<file path="src/rtl/vga_sync_decoder_if.sv">
// vga_sync_decoder_if: incoming VGA stream and the timing information recovered from it.
interface vga_sync_decoder_if;
    logic        pix_en;
    logic        HSync;
    logic        VSync;
    logic [7:0]  Red;
    logic [7:0]  Green;
    logic [7:0]  Blue;
    logic [9:0]  pix_x;
    logic [8:0]  pix_y;
    logic        de;
    logic [23:0] rgb_out;
    logic        frame_start;
    logic        locked;
    logic        sync_err;
    logic [10:0] h_total_meas;
    logic [9:0]  v_total_meas;
    modport master (
        output pix_en, HSync, VSync, Red, Green, Blue,
        input  pix_x, pix_y, de, rgb_out, frame_start, locked, sync_err, h_total_meas, v_total_meas
    );
    modport slave (
        input  pix_en, HSync, VSync, Red, Green, Blue,
        output pix_x, pix_y, de, rgb_out, frame_start, locked, sync_err, h_total_meas, v_total_meas
    );
endinterface

</file>
<file path="src/rtl/vga_sync_decoder.sv">
// vga_sync_decoder: recovers pixel coordinates, data-enable and timing lock from a VGA stream.
module vga_sync_decoder #(
    parameter int H_SYNC      = 96,
    parameter int H_BP        = 48,
    parameter int H_ACTIVE    = 640,
    parameter int H_TOTAL     = 800,
    parameter int V_SYNC      = 2,
    parameter int V_BP        = 33,
    parameter int V_ACTIVE    = 480,
    parameter int V_TOTAL     = 525,
    parameter int LOCK_FRAMES = 2
) (
    input logic               clk,
    input logic               rst_n,
    vga_sync_decoder_if.slave bus
);
    typedef enum logic [1:0] {SEARCH, CHECK, LOCKED} state_t;
    localparam int              GW       = $clog2(LOCK_FRAMES + 1);
    localparam logic [GW-1:0]   GOOD_MAX = GW'(LOCK_FRAMES);
    localparam logic [11:0]     H_LEN    = 12'(H_TOTAL);
    localparam logic [10:0]     V_LEN    = 11'(V_TOTAL);
    localparam logic [10:0]     H_LO     = 11'(H_SYNC + H_BP);
    localparam logic [10:0]     H_HI     = 11'(H_SYNC + H_BP + H_ACTIVE - 1);
    localparam logic [9:0]      V_LO     = 10'(V_SYNC + V_BP);
    localparam logic [9:0]      V_HI     = 10'(V_SYNC + V_BP + V_ACTIVE - 1);
    state_t        state, state_d;
    logic [GW-1:0] good, good_d;
    logic          hs_q, vs_line, line_bad;
    logic [10:0]   h_cnt, h_cnt_d;
    logic [9:0]    v_cnt, v_cnt_d;
    logic          hs_rise, fs, line_ok, frame_ok, timeout, err, active;
    // Next-count values describe the sample being taken now, giving one tick of output latency.
    always_comb begin
        hs_rise  = bus.HSync & ~hs_q;
        fs       = hs_rise & bus.VSync & ~vs_line;
        line_ok  = ({1'b0, h_cnt} + 12'd1) == H_LEN;
        frame_ok = ~line_bad & line_ok & (({1'b0, v_cnt} + 11'd1) == V_LEN);
        timeout  = ~hs_rise & (h_cnt == 11'd2046);
        h_cnt_d  = hs_rise ? 11'd0 : h_cnt + {10'd0, h_cnt != 11'h7ff};
        v_cnt_d  = fs ? 10'd0 : hs_rise ? v_cnt + {9'd0, v_cnt != 10'h3ff} : v_cnt;
        state_d  = state;
        good_d   = good;
        err      = timeout;
        case (state)
            SEARCH: begin
                if (fs) begin
                    state_d = CHECK;
                    good_d  = '0;
                end
            end
            CHECK: begin
                if (fs) begin
                    good_d  = frame_ok ? good + GW'(1) : '0;
                    state_d = (frame_ok && good_d == GOOD_MAX) ? LOCKED : CHECK;
                end
            end
            LOCKED: begin
                if ((hs_rise && !line_ok) || (fs && !frame_ok)) begin
                    err     = 1'b1;
                    state_d = SEARCH;
                end
            end
            default: state_d = SEARCH;
        endcase
        if (timeout) state_d = SEARCH;
        active = (state_d == LOCKED) && h_cnt_d >= H_LO && h_cnt_d <= H_HI && v_cnt_d >= V_LO && v_cnt_d <= V_HI;
    end
    assign bus.locked = (state == LOCKED);
    always_ff @(posedge clk or negedge rst_n) begin
        if (!rst_n) begin
            state            <= SEARCH;
            good             <= '0;
            hs_q             <= 1'b0;
            vs_line          <= 1'b0;
            line_bad         <= 1'b0;
            h_cnt            <= 11'h7ff;
            v_cnt            <= 10'h3ff;
            bus.h_total_meas <= '0;
            bus.v_total_meas <= '0;
            bus.frame_start  <= 1'b0;
            bus.sync_err     <= 1'b0;
            bus.de           <= 1'b0;
            bus.pix_x        <= '0;
            bus.pix_y        <= '0;
            bus.rgb_out      <= '0;
        end else if (bus.pix_en) begin
            state           <= state_d;
            good            <= good_d;
            hs_q            <= bus.HSync;
            h_cnt           <= h_cnt_d;
            v_cnt           <= v_cnt_d;
            if (hs_rise) vs_line <= bus.VSync;
            if (hs_rise && h_cnt != 11'h7ff) bus.h_total_meas <= h_cnt + 11'd1;
            if (fs) bus.v_total_meas <= v_cnt + 10'd1;
            line_bad        <= fs ? 1'b0 : line_bad | (hs_rise & ~line_ok);
            bus.frame_start <= fs;
            bus.sync_err    <= err;
            bus.de          <= active;
            bus.pix_x       <= active ? 10'(h_cnt_d - H_LO) : '0;
            bus.pix_y       <= active ? 9'(v_cnt_d - V_LO) : '0;
            bus.rgb_out     <= active ? {bus.Red, bus.Green, bus.Blue} : '0;
        end else begin
            bus.frame_start <= 1'b0;
            bus.sync_err    <= 1'b0;
        end
    end
endmodule

</file>
<file path="src/flat_wrapper.sv">
// flat-port wrapper written by rule: the top's interface ports become plain ports
module vga_sync_decoder_flat 
#(
    parameter int H_SYNC      = 96,
    parameter int H_BP        = 48,
    parameter int H_ACTIVE    = 640,
    parameter int H_TOTAL     = 800,
    parameter int V_SYNC      = 2,
    parameter int V_BP        = 33,
    parameter int V_ACTIVE    = 480,
    parameter int V_TOTAL     = 525,
    parameter int LOCK_FRAMES = 2
)
  (clk, rst_n, bus_pix_en, bus_HSync, bus_VSync, bus_Red, bus_Green, bus_Blue, bus_pix_x, bus_pix_y, bus_de, bus_rgb_out, bus_frame_start, bus_locked, bus_sync_err, bus_h_total_meas, bus_v_total_meas);
  vga_sync_decoder_if bus_i ();
  input logic clk;
  input logic rst_n;
  input wire logic [$bits(bus_i.pix_en)-1:0] bus_pix_en;
  input wire logic [$bits(bus_i.HSync)-1:0] bus_HSync;
  input wire logic [$bits(bus_i.VSync)-1:0] bus_VSync;
  input wire logic [$bits(bus_i.Red)-1:0] bus_Red;
  input wire logic [$bits(bus_i.Green)-1:0] bus_Green;
  input wire logic [$bits(bus_i.Blue)-1:0] bus_Blue;
  output wire logic [$bits(bus_i.pix_x)-1:0] bus_pix_x;
  output wire logic [$bits(bus_i.pix_y)-1:0] bus_pix_y;
  output wire logic [$bits(bus_i.de)-1:0] bus_de;
  output wire logic [$bits(bus_i.rgb_out)-1:0] bus_rgb_out;
  output wire logic [$bits(bus_i.frame_start)-1:0] bus_frame_start;
  output wire logic [$bits(bus_i.locked)-1:0] bus_locked;
  output wire logic [$bits(bus_i.sync_err)-1:0] bus_sync_err;
  output wire logic [$bits(bus_i.h_total_meas)-1:0] bus_h_total_meas;
  output wire logic [$bits(bus_i.v_total_meas)-1:0] bus_v_total_meas;
  assign bus_i.pix_en = bus_pix_en;
  assign bus_i.HSync = bus_HSync;
  assign bus_i.VSync = bus_VSync;
  assign bus_i.Red = bus_Red;
  assign bus_i.Green = bus_Green;
  assign bus_i.Blue = bus_Blue;
  assign bus_pix_x = bus_i.pix_x;
  assign bus_pix_y = bus_i.pix_y;
  assign bus_de = bus_i.de;
  assign bus_rgb_out = bus_i.rgb_out;
  assign bus_frame_start = bus_i.frame_start;
  assign bus_locked = bus_i.locked;
  assign bus_sync_err = bus_i.sync_err;
  assign bus_h_total_meas = bus_i.h_total_meas;
  assign bus_v_total_meas = bus_i.v_total_meas;
  vga_sync_decoder #(.H_SYNC(H_SYNC), .H_BP(H_BP), .H_ACTIVE(H_ACTIVE), .H_TOTAL(H_TOTAL), .V_SYNC(V_SYNC), .V_BP(V_BP), .V_ACTIVE(V_ACTIVE), .V_TOTAL(V_TOTAL), .LOCK_FRAMES(LOCK_FRAMES)) u_core (.clk(clk), .rst_n(rst_n), .bus(bus_i));
endmodule
</file>
<file path="config.mk">
export PLATFORM = sky130hd
export DESIGN_NAME = vga_sync_decoder_flat
export DESIGN_NICKNAME = d
export VERILOG_FILES = /design/src/rtl/vga_sync_decoder_if.sv /design/src/rtl/vga_sync_decoder.sv /design/src/flat_wrapper.sv
export SDC_FILE = /design/constraint.sdc
export NUM_CORES = 1
export LEC_CHECK = 0
export ABC_CLOCK_PERIOD_IN_PS = 9100
export CAP_MARGIN = 20
export CORE_MARGIN = 5
export CORE_UTILIZATION = 59
export CTS_BUF_LIST = sky130_fd_sc_hd__clkbuf_2 sky130_fd_sc_hd__clkbuf_4 sky130_fd_sc_hd__clkbuf_8
export CTS_CLUSTER_DIAMETER = 60
export DETAILED_ROUTE_END_ITERATION = 8
export PLACE_DENSITY = 0.95
export SLEW_MARGIN = 10
export SYNTH_ARGS = -nofsm -noshare
export SYNTH_HDL_FRONTEND = slang
export SYNTH_SLANG_ARGS = --single-unit
export TNS_END_PERCENT = 10
</file>
<file path="constraint.sdc">
create_clock -name clk -period 9.1 [get_ports clk]
set_input_delay 0.91 -clock clk [delete_from_list [all_inputs] [get_ports clk]]
set_output_delay 0.91 -clock clk [all_outputs]
set_load 0.01 [all_outputs]
</file>
==> impl_metrics.env, run 1 <==
export IMPL_grt_max_degree=53
export IMPL_cp_common_cell="ha_1"
export IMPL_cts_buffers=9
export IMPL_ioPinCount=97
export IMPL_synth_cell_types=59
export IMPL_vias=4496
export IMPL_grt_pass1_vias=4441
export IMPL_clk_pin_slew_ns=0.10
export IMPL_worstSkewPairLatency_ns=0.36
export IMPL_synth_seq_cells=95
export IMPL_drv_cap=0
export IMPL_synthesis_nets=576
export IMPL_ys_flop_type="dfrtp_1"
export IMPL_period_share_pct=47.4
export IMPL_finalNetCount=651
export IMPL_reg2reg_to="u_core.bus.pix_x[7]$_DFFE_PN0P_"
export IMPL_avgRoutedWirePerCell_um=18.3
export IMPL_fill_cells=595
export IMPL_final_cell_area_um2=6420
export IMPL_p_per_area_nw_per_um2=178
export IMPL_wl_met3_um=847
export IMPL_synthCells=533
export IMPL_required_ns=9.39
export IMPL_grt_overflow=0
export IMPL_reg2reg_depth=16
export IMPL_die_h_um=104
export IMPL_ir_worst_vdd_v=0.000109
export IMPL_numClockSinks=95
export IMPL_crit_fanout=41
export IMPL_cts_buffer_depth=2
export IMPL_place_hpwl_um=9230
export IMPL_yosys_area_top_type_share_pct=35.5
export IMPL_crit_chain="ha_1 -> and4_1 -> nand4_1 -> ha_1 -> ha_1 -> nand3_1 -> xor2_1 -> nor2_1 -> ha_1 -> nor4b_1 -> a31oi_1 -> nor4_1 -> o22ai_1 -> nor3_4 -> buf_4 -> a32o_1"
export IMPL_hold_path_class="reg -> reg"
export IMPL_grt_usage_pct=24.4
export IMPL_numPortBuffers=96
export IMPL_synth_top_area_cell="dfrtp_1"
export IMPL_tightest_slew_ns=0.893
export IMPL_status="finished, final reports clean"
export IMPL_cts_setup_buffers=0
export IMPL_synth_warnings=0
export IMPL_met2WireLength_um=6760
export IMPL_p_leak_nw=2.65
export IMPL_crit_slowest_cell="dfstp_2"
export IMPL_setup_viol=0
export IMPL_die_area_um2=10800
export IMPL_synthTopCellsByArea="dfrtp_1 35%, dfstp_2 11%, a22o_1 6.2%"
export IMPL_end_kind="flip-flop"
export IMPL_drt_pre_antenna_iters=7
export IMPL_synth_edf_count=0
export IMPL_path_class="reg -> reg"
export IMPL_cts_tree="built"
export IMPL_regToRegSetupSlack_ns=4.79
export IMPL_critPathArrivalTime_ns=4.61
export IMPL_holdCritStartpoint="u_core.bus.h_total_meas[7]$_DFFE_PN0P_"
export IMPL_hold_viol_final=0
export IMPL_layout_common_cells="95 x clkdlybuf4s50_1, 74 x dfrtp_1, 62 x nand2_1"
export IMPL_grt_antenna_before_repair=0
export IMPL_drive_above_1_share_pct=10.8
export IMPL_avgViaCountPerCell=6.24
export IMPL_syn_area_um2=5220
export IMPL_final_common_cell="clkdlybuf4s50_1"
export IMPL_ant_nets=0
export IMPL_post_cts_resized=0
export IMPL_clockRootBuffer="clkbuf_8"
export IMPL_rr_startpoint="u_core.h_cnt[1]$_DFFE_PN1P_"
export IMPL_finalClockSkew_ns=0.0115
export IMPL_synth_seq_area_share_pct=46.1
export IMPL_relSlewSlack_pct=40.5
export IMPL_topRoutingLayerUsed="met4"
export IMPL_fmax_mhz=232
export IMPL_avgSynthCellArea_um2=9.79
export IMPL_gp_congestion=0.956
export IMPL_hold_path_depth=2
export IMPL_rsz0062_at_grt="false"
export IMPL_drc=0
export IMPL_num_antenna_cells=0
export IMPL_final_setup_tns_ns=0
export IMPL_rows=34
export IMPL_detail_route_wirelength_um=13200
export IMPL_dieWidth_um=104
export IMPL_hold_path_end="u_core.bus.h_total_meas[7]$_DFFE_PN0P_"
export IMPL_wl_met1_um=5370
export IMPL_initial_utilization_pct=60.1
export IMPL_slew_viol_final=0
export IMPL_area_delta_synth_final_pct=23.0
export IMPL_drt_iter0_drc=401
export IMPL_grt_pass1_wl_um=22600
export IMPL_htree_num_levels=3
export IMPL_placed_area_um2=6190
export IMPL_hold_ws_ns=0.488
export IMPL_start_kind="flip-flop"
export IMPL_synthArstFlopShare_pct=100
export IMPL_core_area_um2=8680
export IMPL_critPathMaxStageDelay_ns=0.67
export IMPL_postCtsHoldBufs=0
export IMPL_fin_crit_ns=4.31
-- through the flow --
stage	instances	total power, mW	worst slack [ns]	utilization [%]
floorplan	533	0.701	5.46	-
global placement	704	0.804	4.95	71.3
detailed placement	705	0.818	4.88	71.3
CTS	721	1.14	4.83	73.9
global route	721	1.20	4.46	73.9
finish	721	1.14	4.79	73.9
-- power breakdown --
group	internal, mW	total [mW]	switching [mW]
sequential	0.475	0.540	0.0645
clock	0.163	0.324	0.162
combinational	0.132	0.279	0.147
-- metal layers --
metal | GRT usage (%) | vias to the layer above
met5 | 0 | -
met4 | 6.66 | 0
met3 | 4.03 | 31
met2 | 41.1 | 200
met1 | 32.7 | 2192
li1 | - | 2073
-- registers in the layout, indices dropped and copies added, names as in the netlist, 2 cells and up --
name,cells
u_core.bus.h_total_meas,11
u_core.bus.pix_x,10
u_core.bus.pix_y,9
u_core.bus.rgb_out,24
u_core.bus.v_total_meas,10
u_core.good,2
u_core.h_cnt,11
u_core.state,2
u_core.v_cnt,10
-- how the worst max path moves through the flow --
stage,from,to,slack [ns],depth (start not counted)
after floorplan,u_core.h_cnt[1]$_DFFE_PN1P_,u_core.bus.pix_x[2]$_DFFE_PN0P_,5.46,18
after global placement,bus_VSync,u_core.bus.pix_x[0]$_DFFE_PN0P_,4.95,10
after detailed placement,u_core.h_cnt[1]$_DFFE_PN1P_,u_core.bus.pix_x[7]$_DFFE_PN0P_,4.88,16
after CTS,u_core.h_cnt[1]$_DFFE_PN1P_,u_core.bus.pix_x[7]$_DFFE_PN0P_,4.83,16
after global routing,u_core.h_cnt[1]$_DFFE_PN1P_,u_core.bus.pix_x[1]$_DFFE_PN0P_,4.46,16
final,u_core.h_cnt[1]$_DFFE_PN1P_,u_core.bus.pix_x[7]$_DFFE_PN0P_,4.79,16
-- cell families (layout without fill, tap and decap cells) --
logic type,count (synthesis),count (layout),share of synthesized area (%)
flops,95,95,46.1
xor+xnor,43,43,7.22
buf+inv,52,132,4.24
fa+ha+maj,14,14,3.36
simple gates,186,186,18.2
mux,17,17,3.60
compound gates,126,126,17.3
-- critical path, delay by kind of cell, from the launching register on --
kind	cells	cell delay, ns
flops	1	0.67
buf+inv	1	0.40
fa+ha+maj	4	1.12
xor+xnor	1	0.08
simple gates	7	1.41
compound gates	3	0.55
-- layout make-up --
type | count | area [um2] | share of cell area [%]
Multi-Input combinational cell | 386 | 2590 | 40.4
Clock buffer | 10 | 131 | 2.05
Timing Repair Buffer | 103 | 1010 | 15.7
Clock inverter | 6 | 97.6 | 1.52
Inverter | 13 | 48.8 | 0.760
Sequential cell | 95 | 2400 | 37.5
Tap cell | 108 | 135 | 2.11
-- cell usage after synthesis (13+ instances only) --
library cell and count:
nand4_1 13, ha_1 14, dfrtp_1 74, dfstp_2 21, a22o_1 37, xnor2_1 31
a21oi_1 14, nor2_1 37, mux2_2 14, nand3_1 17, nand2_1 62, clkbuf_1 28
o21ai_0 30
Power figures use the tool's default switching activity.
==> run 2: changes to the inputs <==
ABC_CLOCK_PERIOD_IN_PS = 3780   (was 9100)
CORE_UTILIZATION = 49   (was 59)
PLACE_DENSITY = 0.91   (was 0.95)
clock period = 3.78 ns   (was 9.1 ns; I/O delays follow)
==> impl_metrics.env, run 2 (synthesis gave the netlist of run 1 again) <==
export IMPL_rows=37
export IMPL_fin_util_pct=66.3
export IMPL_start_kind="flip-flop"
export IMPL_crit_chain="nand4_1 -> nor2_1 -> nand4_1 -> ha_1 -> ha_1 -> and4b_1 -> nor2b_1 -> or3_1 -> a31oi_4 -> a21oi_1 -> a31oi_2 -> nor3_4 -> buf_12 -> buf_12 -> a32o_1"
export IMPL_largest_reg_flops=24
export IMPL_tightest_slew_ns=0.903
export IMPL_cts_buffers=9
export IMPL_final_setup_tns_ns=0
export IMPL_met2WireLength_um=7360
export IMPL_grt_usage_pct=22.6
export IMPL_crit_slowest_cell="dfstp_2"
export IMPL_cts_tree="built"
export IMPL_fill_cells=794
export IMPL_finalNetCount=700
export IMPL_fin_ws_ns=0.186
export IMPL_cts_buffer_depth=2
export IMPL_die_area_um2=12800
export IMPL_numClockSinks=95
export IMPL_required_ns=4.05
export IMPL_ant_nets=0
export IMPL_finalClockSkew_ns=0.0147
export IMPL_clk_pin_slew_ns=0.11
export IMPL_top_register="u_core.bus.rgb_out"
export IMPL_vias=4719
export IMPL_clockRootBuffer="clkbuf_8"
export IMPL_gp_congestion=0.959
export IMPL_cpLargestDelayFamily="simple AND/OR/NAND/NOR gates"
export IMPL_initial_utilization_pct=50.3
export IMPL_relSlewSlack_pct=39.8
export IMPL_p_sw_mw=0.970
export IMPL_grt_overflow=0
export IMPL_layout_common_cells="95 x clkdlybuf4s50_1, 74 x dfrtp_1, 62 x nand2_1"
export IMPL_crit_fanout=10
export IMPL_status="finished, final reports clean"
export IMPL_critPathMaxStageDelay_ns=0.55
export IMPL_reg2reg_depth=15
export IMPL_drc=0
export IMPL_dp_slack_ns=-0.164
export IMPL_final_common_cell="clkdlybuf4s50_1"
export IMPL_setup_viol=0
export IMPL_rr_startpoint="u_core.v_cnt[3]$_DFFE_PN1P_"
export IMPL_place_hpwl_um=10200
export IMPL_wl_met3_um=790
export IMPL_avgViaCountPerCell=5.91
export IMPL_intPower_mw=1.81
export IMPL_numPortBuffers=96
export IMPL_path_class="reg -> reg"
export IMPL_hold_path_class="in -> async"
export IMPL_area_delta_synth_final_pct=31.7
export IMPL_ioPinCount=97
export IMPL_hold_viol_final=0
export IMPL_htree_num_levels=3
export IMPL_hold_ws_ns=0.116
export IMPL_grt_max_degree=72
export IMPL_p_leak_nw=2.90
export IMPL_die_h_um=113
export IMPL_num_antenna_cells=0
export IMPL_reg2reg_to="u_core.bus.pix_x[1]$_DFFE_PN0P_"
export IMPL_period_share_pct=95.1
export IMPL_pwr_share_comb_pct=31.0
export IMPL_grt_antenna_before_repair=0
export IMPL_fin_crit_ns=3.59
export IMPL_drive_above_1_share_pct=18.1
export IMPL_topRoutingLayerUsed="met4"
export IMPL_regToRegSetupSlack_ns=0.19
export IMPL_wl_met1_um=5640
export IMPL_core_area_um2=10400
export IMPL_p_clk_share_pct=25.4
export IMPL_fmax_mhz=278
export IMPL_critPathArrivalTime_ns=3.86
export IMPL_slew_viol_final=0
export IMPL_top_regs="u_core.bus.rgb_out: 24 flops, u_core.bus.h_total_meas: 11 flops, u_core.h_cnt: 11 flops"
export IMPL_p_per_area_nw_per_um2=404
export IMPL_detail_route_wirelength_um=14200
export IMPL_avgRoutedWirePerCell_um=17.9
export IMPL_drt_iter0_drc=362
export IMPL_grt_pass1_vias=4870
export IMPL_worstSkewPairLatency_ns=0.38
export IMPL_end_kind="flip-flop"
export IMPL_ir_worst_vdd_v=0.000224
export IMPL_drv_cap=0
export IMPL_swShare_pct=34.9
export IMPL_seqPwrFrac_pct=43.6
export IMPL_finalPower_mw=2.78
export IMPL_drt_pre_antenna_iters=5
export IMPL_path_buf_inv=2
export IMPL_dieWidth_um=113
export IMPL_grt_pass1_wl_um=23800
[run 2: changes by cell type in the layout (fill, tap and decap cells not counted), moves of 2 or more]
cell,previous run,this run
bufinv_16,2,0
buf_4,7,54
a31oi_1,9,7
buf_12,0,3
[run 2: how the worst max path moves through the flow]
stage / end / from / cells past startpoint / slack [ns]
3_3_place_gp: u_core.bus.rgb_out[3]$_DFFE_PN0P_ / u_core.h_cnt[0]$_DFFE_PN1P_ / 16 / 0.03
5_1_grt: u_core.bus.rgb_out[13]$_DFFE_PN0P_ / u_core.h_cnt[0]$_DFFE_PN1P_ / 18 / -0.0007
3_5_place_dp: u_core.bus.rgb_out[3]$_DFFE_PN0P_ / u_core.h_cnt[0]$_DFFE_PN1P_ / 16 / -0.16
6_report: u_core.bus.pix_x[1]$_DFFE_PN0P_ / u_core.v_cnt[3]$_DFFE_PN1P_ / 15 / 0.19
2_1_floorplan: u_core.bus.pix_x[2]$_DFFE_PN0P_ / u_core.h_cnt[1]$_DFFE_PN1P_ / 18 / 0.14
4_1_cts: u_core.bus.pix_x[1]$_DFFE_PN0P_ / u_core.v_cnt[3]$_DFFE_PN1P_ / 15 / 0.12
[run 2: final cells by class]
class | count | area, um2 | share of cell area (%)
multi-input cells | 386 | 2630 | 38.2
flip-flops and latches | 95 | 2400 | 35.0
repair buffers | 152 | 1420 | 20.6
well taps | 136 | 170 | 2.48
clock buffers | 9 | 124 | 1.80
clock inverters | 7 | 81.3 | 1.18
inverters | 13 | 48.8 | 0.710
[run 2: layer usage]
metal | global-route usage, % | vias up
li1 | - | 2178
met1 | 27.3 | 2283
met2 | 40.2 | 211
met3 | 3.42 | 47
met4 | 9.46 | 0
met5 | 0 | -
[run 2: through the flow]
| stage | cell area (um2) | std cells |
|---|---|---|
| 2_1_floorplan | 5220 | 533 |
| 3_3_place_gp | 6580 | 778 |
| 3_5_place_dp | 6580 | 778 |
| 4_1_cts | 6840 | 798 |
| 5_1_grt | 6870 | 798 |
| 6_report | 6870 | 798 |
[run 2: timing repair]
action | 4_1_cts | 5_1_grt
gates resized for setup | 0 | 6
buffers inserted | 4 | 0
endpoints found under the setup margin | 40 | 41
pin swaps | 1 | 0
hold buffers | 0 | 0
[run 2: power by group through the flow]
stage,clock (mW),sequential [mW],combinational [mW]
after floorplan,0,1.26,0.431
after global placement,0,1.22,0.818
after detailed placement,0,1.23,0.839
after CTS,0.717,1.21,0.851
after global routing,0.755,1.22,0.945
final,0.707,1.21,0.860
